## config.mk

```make
export PLATFORM = sky130hd
export DESIGN_NAME = btn_event_gen
export DESIGN_NICKNAME = d
export VERILOG_FILES = /design/src/rtl/btn_pkg.sv /design/src/rtl/btn_cycle_timer.sv /design/src/rtl/btn_event_gen.sv
export SDC_FILE = /design/constraint.sdc
export NUM_CORES = 1
export LEC_CHECK = 0
export BUFFER_PORTS_ARGS = -buffer_cell sky130_fd_sc_hd__buf_4
export CORE_MARGIN = 1
export CORE_UTILIZATION = 55
export CTS_BUF_LIST = sky130_fd_sc_hd__clkbuf_8
export CTS_CLUSTER_SIZE = 12
export DETAILED_ROUTE_END_ITERATION = 8
export GPL_TIMING_DRIVEN = 1
export HOLD_SLACK_MARGIN = 0.12
export PLACE_DENSITY_LB_ADDON = 0.08
export SLEW_MARGIN = 5
export SYNTH_ARGS = -nofsm -noshare
export SYNTH_HDL_FRONTEND = slang
export SYNTH_SLANG_ARGS = --single-unit
```

## constraint.sdc

```tcl
create_clock -name Clock -period 1.8 [get_ports Clock]
set_input_delay 0.09 -clock Clock [delete_from_list [all_inputs] [get_ports Clock]]
set_output_delay 0.09 -clock Clock [all_outputs]
set_load 0.05 [all_outputs]
```

## src/rtl/btn_pkg.sv

```systemverilog
// ---------------------------------------------------------------------------
// btn_pkg
// Shared definitions for the button event path. Every consumer of button
// events imports this package so that all of them agree on state encoding
// and on the default long-press / auto-repeat timing.
//
// Contents:
//   btn_state_e        - 2-bit FSM state encoding (IDLE / PRESSED / HELD)
//   LONG_CYCLES_DEF    - default hold time before a Long event
//   REPEAT_CYCLES_DEF  - default auto-repeat period after Long
//   CNT_W_DEF          - default hold-counter width
// ---------------------------------------------------------------------------
package btn_pkg;

  typedef enum logic [1:0] {
    ST_IDLE    = 2'd0,
    ST_PRESSED = 2'd1,
    ST_HELD    = 2'd2
  } btn_state_e;

  localparam int LONG_CYCLES_DEF   = 25_000_000;
  localparam int REPEAT_CYCLES_DEF = 5_000_000;
  localparam int CNT_W_DEF         = 25;

endpackage

```

## src/rtl/btn_cycle_timer.sv

```systemverilog
// ---------------------------------------------------------------------------
// btn_cycle_timer
// CNT_W-bit up-counter with synchronous clear and count enable. It raises
// term_hit for the single cycle in which the count equals term_val while
// enabled; on that edge the count wraps back to zero so the next period
// starts immediately.
//
// Ports:
//   Clock     in   system clock
//   Reset_n   in   asynchronous active-low reset
//   clear     in   force count to zero (dominates enable)
//   enable    in   advance the count this cycle
//   term_val  in   terminal count value (period - 1)
//   term_hit  out  combinational terminal flag, high one cycle per period
// ---------------------------------------------------------------------------
module btn_cycle_timer #(
  parameter int CNT_W = 25
) (
  input  logic             Clock,
  input  logic             Reset_n,
  input  logic             clear,
  input  logic             enable,
  input  logic [CNT_W-1:0] term_val,
  output logic             term_hit
);

  logic [CNT_W-1:0] count_q;

  assign term_hit = enable && !clear && (count_q == term_val);

  always_ff @(posedge Clock or negedge Reset_n) begin
    if (!Reset_n) begin
      count_q <= '0;
    end else if (clear) begin
      count_q <= '0;
    end else if (enable) begin
      count_q <= term_hit ? '0 : count_q + 1'b1;
    end
  end

endmodule

```

## src/rtl/btn_event_gen.sv

```systemverilog
// ---------------------------------------------------------------------------
// btn_event_gen
// Turns the debounced, Clock-synchronous button level into single-cycle
// event pulses (Press, Release, Long, Repeat), a Held level and a wrapping
// 8-bit press counter. All outputs are registered.
//
// Optional feature macro: BTN_REPEAT_EN
//   defined   - auto-repeat pulses every REPEAT_CYCLES while in HELD
//   undefined - Repeat tied low, hold counter parked at zero in HELD,
//               REPEAT_CYCLES has no effect
//
// Ports:
//   Clock        in   system clock, posedge
//   Reset_n      in   asynchronous active-low reset
//   BTN_In       in   debounced button level, 1 = pressed
//   Press        out  one-cycle pulse on press
//   Release      out  one-cycle pulse on release
//   Long         out  one-cycle pulse when the hold reaches LONG_CYCLES
//   Repeat       out  one-cycle pulse every REPEAT_CYCLES after Long
//   Held         out  level, high while the FSM is not IDLE
//   Press_Count  out  number of presses, modulo 256
//
// The current FSM state is visible for debug/checkers as state_q.
// ---------------------------------------------------------------------------
module btn_event_gen
  import btn_pkg::*;
#(
  parameter int LONG_CYCLES   = LONG_CYCLES_DEF,
  parameter int REPEAT_CYCLES = REPEAT_CYCLES_DEF,
  parameter int CNT_W         = CNT_W_DEF
) (
  input  logic       Clock,
  input  logic       Reset_n,
  input  logic       BTN_In,
  output logic       Press,
  output logic       Release,
  output logic       Long,
  output logic       Repeat,
  output logic       Held,
  output logic [7:0] Press_Count
);

  // Elaboration-time parameter sanity checks.
  localparam int MAX_CYCLES = (LONG_CYCLES > REPEAT_CYCLES) ? LONG_CYCLES : REPEAT_CYCLES;

  if (LONG_CYCLES < 2) begin : g_bad_long
    $error("btn_event_gen: LONG_CYCLES must be >= 2");
  end
  if (REPEAT_CYCLES < 1) begin : g_bad_repeat
    $error("btn_event_gen: REPEAT_CYCLES must be >= 1");
  end
  if ((longint'(1) << CNT_W) <= longint'(MAX_CYCLES)) begin : g_bad_width
    $error("btn_event_gen: CNT_W too small for the configured cycle counts");
  end

  localparam logic [CNT_W-1:0] LONG_TERM = CNT_W'(LONG_CYCLES - 1);

  btn_state_e       state_q;
  btn_state_e       state_d;
  logic             timer_clear;
  logic             timer_en;
  logic [CNT_W-1:0] timer_term;
  logic             timer_hit;

  logic press_d;
  logic release_d;
  logic long_d;
  logic held_d;

  // The counter is zero whenever a press starts and whenever the button is
  // released, so clearing in IDLE and on any low sample covers both.
  assign timer_clear = (state_q == ST_IDLE) || !BTN_In;

`ifdef BTN_REPEAT_EN
  localparam logic [CNT_W-1:0] REPEAT_TERM = CNT_W'(REPEAT_CYCLES - 1);

  logic repeat_d;

  assign timer_en   = BTN_In && (state_q != ST_IDLE);
  assign timer_term = (state_q == ST_HELD) ? REPEAT_TERM : LONG_TERM;
`else
  // Without auto-repeat the counter only runs in PRESSED; it wraps to zero
  // on the Long edge and then stays there for the rest of the hold.
  assign timer_en   = BTN_In && (state_q == ST_PRESSED);
  assign timer_term = LONG_TERM;
`endif

  btn_cycle_timer #(
    .CNT_W (CNT_W)
  ) u_timer (
    .Clock    (Clock),
    .Reset_n  (Reset_n),
    .clear    (timer_clear),
    .enable   (timer_en),
    .term_val (timer_term),
    .term_hit (timer_hit)
  );

  // State register.
  always_ff @(posedge Clock or negedge Reset_n) begin
    if (!Reset_n) begin
      state_q <= ST_IDLE;
    end else begin
      state_q <= state_d;
    end
  end

  // Next-state logic. A low sample always wins, so a release at the edge
  // where Long would fire returns straight to IDLE.
  always_comb begin
    state_d = state_q;
    case (state_q)
      ST_IDLE: begin
        if (BTN_In) state_d = ST_PRESSED;
      end
      ST_PRESSED: begin
        if (!BTN_In)        state_d = ST_IDLE;
        else if (timer_hit) state_d = ST_HELD;
      end
      ST_HELD: begin
        if (!BTN_In) state_d = ST_IDLE;
      end
      default: state_d = ST_IDLE;
    endcase
  end

  // Output decode (registered below). Press only from IDLE and Release only
  // from a non-IDLE state, so the two can never coincide.
  always_comb begin
    press_d   = (state_q == ST_IDLE) && BTN_In;
    release_d = (state_q != ST_IDLE) && !BTN_In;
    long_d    = (state_q == ST_PRESSED) && BTN_In && timer_hit;
    held_d    = (state_d != ST_IDLE);
  end

`ifdef BTN_REPEAT_EN
  always_comb begin
    repeat_d = (state_q == ST_HELD) && BTN_In && timer_hit;
  end

  always_ff @(posedge Clock or negedge Reset_n) begin
    if (!Reset_n) begin
      Repeat <= 1'b0;
    end else begin
      Repeat <= repeat_d;
    end
  end
`else
  assign Repeat = 1'b0;
`endif

  always_ff @(posedge Clock or negedge Reset_n) begin
    if (!Reset_n) begin
      Press       <= 1'b0;
      Release     <= 1'b0;
      Long        <= 1'b0;
      Held        <= 1'b0;
      Press_Count <= 8'd0;
    end else begin
      Press   <= press_d;
      Release <= release_d;
      Long    <= long_d;
      Held    <= held_d;
      if (press_d) Press_Count <= Press_Count + 8'd1;
    end
  end

endmodule

```

==> flow_metrics.py <==
metrics = {
    "floorplan": {
        "die_x_um": 62.16,
        "coreArea_um2": 3390,
        "die-area_um2": 3864,
        "io-pin-count": 16,
        "rows": 21,
        "start_util_pct": 58.73,
        "die_h_um": 62.16,
    },
    "global_routing": {
        "grt_start_max_net_pins": 40,
        "grt_pass1_vias": 1860,
        "gr-total-overflow": 0,
        "grtUsageTotal_pct": 28.08,
        "grt_pass1_wl_um": 8493,
        "antenna_found_initial": 0,
    },
    "clocking": {
        "cts-buffers-inserted": 5,
        "htree_levels": 2,
        "cts_max_path_buffers": 2,
        "root_buffer": "clkbuf_8",
        "clk_latency_ns": 0.29,
        "cts.clk_slew.worst_paths_ns": 0.08,
        "cts_sinks": 39,
        "cts_tree": "done",
    },
    "yosys": {
        "synth-seq-cells": 39,
        "yosysSeqAreaShare_pct": 49.03,
        "syn_inst": 204,
        "synth_fp_nets": 209,
        "yosys_warnings": 0,
        "synth_top_area_share_pct": 49.03,
        "netlist_area_um2": 1991,
        "synth_cell_types": 44,
        "synth_top_area_cell": "dfrtp_1",
        "synth_area_leaders": "dfrtp_1, a31oi_1, nand2_1",
        "syn_avg_cell_area_um2": 9.758,
    },
    "placement": {
        "globalplace.congestion": 0.7987,
        "io_buffer_count": 14,
        "dpl.cell_count": 273,
        "dp_hpwl_um": 2951,
    },
    "power_and_ir_drop": {
        "vdd_drop_max_uv": 521.8,
        "power_density_nw_per_um2": 960.7,
        "leakage_nw": 1.142,
        "power_mw": 2.589,
    },
    "job": {
        "drv_cap": 0,
    },
    "sta": {
        "slew_headroom_pct": 55.04,
        "tightestPinTransition_ns": 0.6728,
        "setup_viol": 14,
        "timing.final.ws_setup_ns": -0.09393,
        "rsz0062_at_grt": "yes",
        "hold_viol": 0,
        "report.final.slew_viol_count": 0,
        "period_share_pct": 105.2,
        "period_needed_ns": 1.894,
        "max_freq_ghz": 0.5280,
        "skew_ns": 0.003212,
    },
    "layout": {
        "drive_above_1_share_pct": 35.34,
        "final_cells": 295,
        "area_growth_pct": 35.39,
        "nFillCells": 208,
        "nNetsFinal": 253,
        "n_antenna_cell": 0,
    },
    "route": {
        "drc": 0,
        "wl_per_cell_um": 17.61,
        "initialDrtViolationCount": 126,
        "ant_nets": 0,
        "viasPerCell": 6.264,
        "drt-total-wl_um": 5194,
        "dr.pass1.iters": 4,
        "dr_total_vias": 1848,
    },
    "setup_path": {
        "timing.critical_path.buf_inv": 2,
        "cp_data_required_time_ns": 1.95,
        "cp-startpoint": "u_timer.count_q[6]",
        "cp-start-kind": "flop",
        "path_max_fanout": 7,
        "cp_slowest_stage_delay_ns": 0.44,
        "reg2reg_from": "u_timer.count_q[6]",
        "crit_arrival_ns": 2.04,
        "slowest_stage": "nor4bb_1",
        "cpLargestDelayFamily": "simple AND/OR/NAND/NOR gates",
        "worstPathCellList": "nor4bb_1 > and4_4 > a21oi_4 > buf_12 > buf_6 > a41oi_2 > a31oi_1",
        "worstSetupEndpointType": "flop",
        "path_class": "flop to flop",
        "r2r_setup_slack_ns": -0.09,
    },
    "status": {
        "status": "finished, violations left",
        "violations": "setup timing",
    },
    "worst_hold_path": {
        "worstHoldStart": "BTN_In",
        "hp-class": "primary input to flop",
    },
}
[final timing paths]
kind                                        to  cells after the start
setup reg to reg            u_timer.count_q[5]                      7
setup / recovery            u_timer.count_q[5]                      7
min in group asynchronous                 Held                      2
max in group asynchronous  u_timer.count_q[13]                      2
hold / removal                           Press                      3
hold reg to reg                 Press_Count[7]                      1
[cells by family (layout without fill, tap and decap cells)]
logic type      count (synthesis)  after routing  synth area share, %
compound gates                 56             56                18.04
xor+xnor                        7              7                3.080
fa+ha+maj                       2              2                1.257
buf+inv                        15             60                3.959
flops                          39             39                49.03
mux                             3              3                1.634
other cells                     1              1               0.1884
simple gates                   81             81                22.82
[layer usage]
layer | wire, um | vias to the layer above | track usage (%) | share of wire (%)
met5 | 0 | - | 0 | 0
met4 | 115 | 0 | 10.76 | 2.2
met3 | 248 | 15 | 4.596 | 4.8
met2 | 2708 | 74 | 50.55 | 52
met1 | 2121 | 912 | 33.41 | 41
li1 | - | 847 | - | -
[state kept, by name (all words and copies together), names as in the netlist]
register         cells
u_timer.count_q     25
Press_Count          8
state_q              2
Held                 1
Long                 1
Press                1
Release              1
[layout make-up]
class | instances | area (um^2) | share of cell area (%)
clock buffers | 5 | 68.82 | 2.553
inverters | 4 | 15.01 | 0.5571
repair buffers | 48 | 416.7 | 15.46
clock inverters | 3 | 63.81 | 2.368
flip-flops and latches | 39 | 979.7 | 36.35
well taps | 46 | 57.56 | 2.136
multi-input cells | 150 | 1094 | 40.58
[through the flow]
stage                     setup TNS, ns  util [%]  setup slack, ns  hold slack, ns  area, um^2
after floorplan               -0.009694         -        -0.009694         -0.2056        1998
after global placement                0     67.04          0.01551         0.07780        2272
after detailed placement        -0.1394     67.04         -0.05600         0.09104        2272
after CTS                       -0.4747     75.23         -0.07941          0.2717        2550
after global routing            -0.8470     79.51         -0.09817          0.2871        2695
final                           -0.5553     79.51         -0.09393          0.2828        2695
[report_power, final]
group	switching, mW	internal [mW]	total (mW)
registers	0.0966	0.962	1.06
logic	0.431	0.241	0.672
clock network	0.310	0.549	0.859
[cells in the mapped netlist, drive strengths merged]
library cell and instances:
a21boi 2, a21oi 12, a22o 1, a31oi 22
a41oi 7, and2 2, and3 2, and3b 1
and4 4, buf 6, clkbuf 5, conb 1
dfrtp 39, ha 2, inv 4, mux2 2
mux2i 1, nand2 28, nand2b 2, nand3 13
nand3b 2, nand4 7, nor2 8, nor2b 1
nor3 3, nor3b 2, nor4 2, nor4bb 1
o21ai 9, o2bb2ai 1, o31ai 1, o41a 1
or2 1, or3 1, or3b 1, xnor2 4
xor2 3
[worst reg2reg max path, delay by kind of cell (launching register included)]
| kind | cells | cell delay (ns) |
|---|---|---|
| AO/OA/AOI/OAI | 3 | 0.32 |
| buffers and inverters | 2 | 0.27 |
| flip-flops | 1 | 0.40 |
| AND/OR/NAND/NOR | 2 | 0.77 |
[timing repair]
item                                    in CTS  in global routing
endpoints found under the setup margin       8                 26
hold endpoints to repair                    42                  0
cloned                                       1                  0
pin swaps                                   10                 13
buffers inserted                             5                  8
gates resized for setup                     21                 29
hold buffers                                 2                  0
[layout by cell type, fill, tap and decap left out, types with 3 or more instances in the layout]
master | synthesis | layout
buf_4 | 1 | 38
dfrtp_1 | 39 | 36
nand2_1 | 28 | 28
a31oi_1 | 22 | 20
nand3_1 | 13 | 13
nor2_1 | 8 | 8
nand4_1 | 6 | 6
a41oi_2 | 0 | 6
a21oi_2 | 1 | 5
inv_1 | 4 | 5
clkbuf_8 | 0 | 5
buf_6 | 2 | 5
a21oi_1 | 11 | 4
o21ai_1 | 0 | 4
xnor2_1 | 4 | 4
a21oi_4 | 0 | 3
o21ai_0 | 9 | 3
xor2_1 | 3 | 3
dfrtp_2 | 0 | 3
Power figures use the tool's default switching activity.
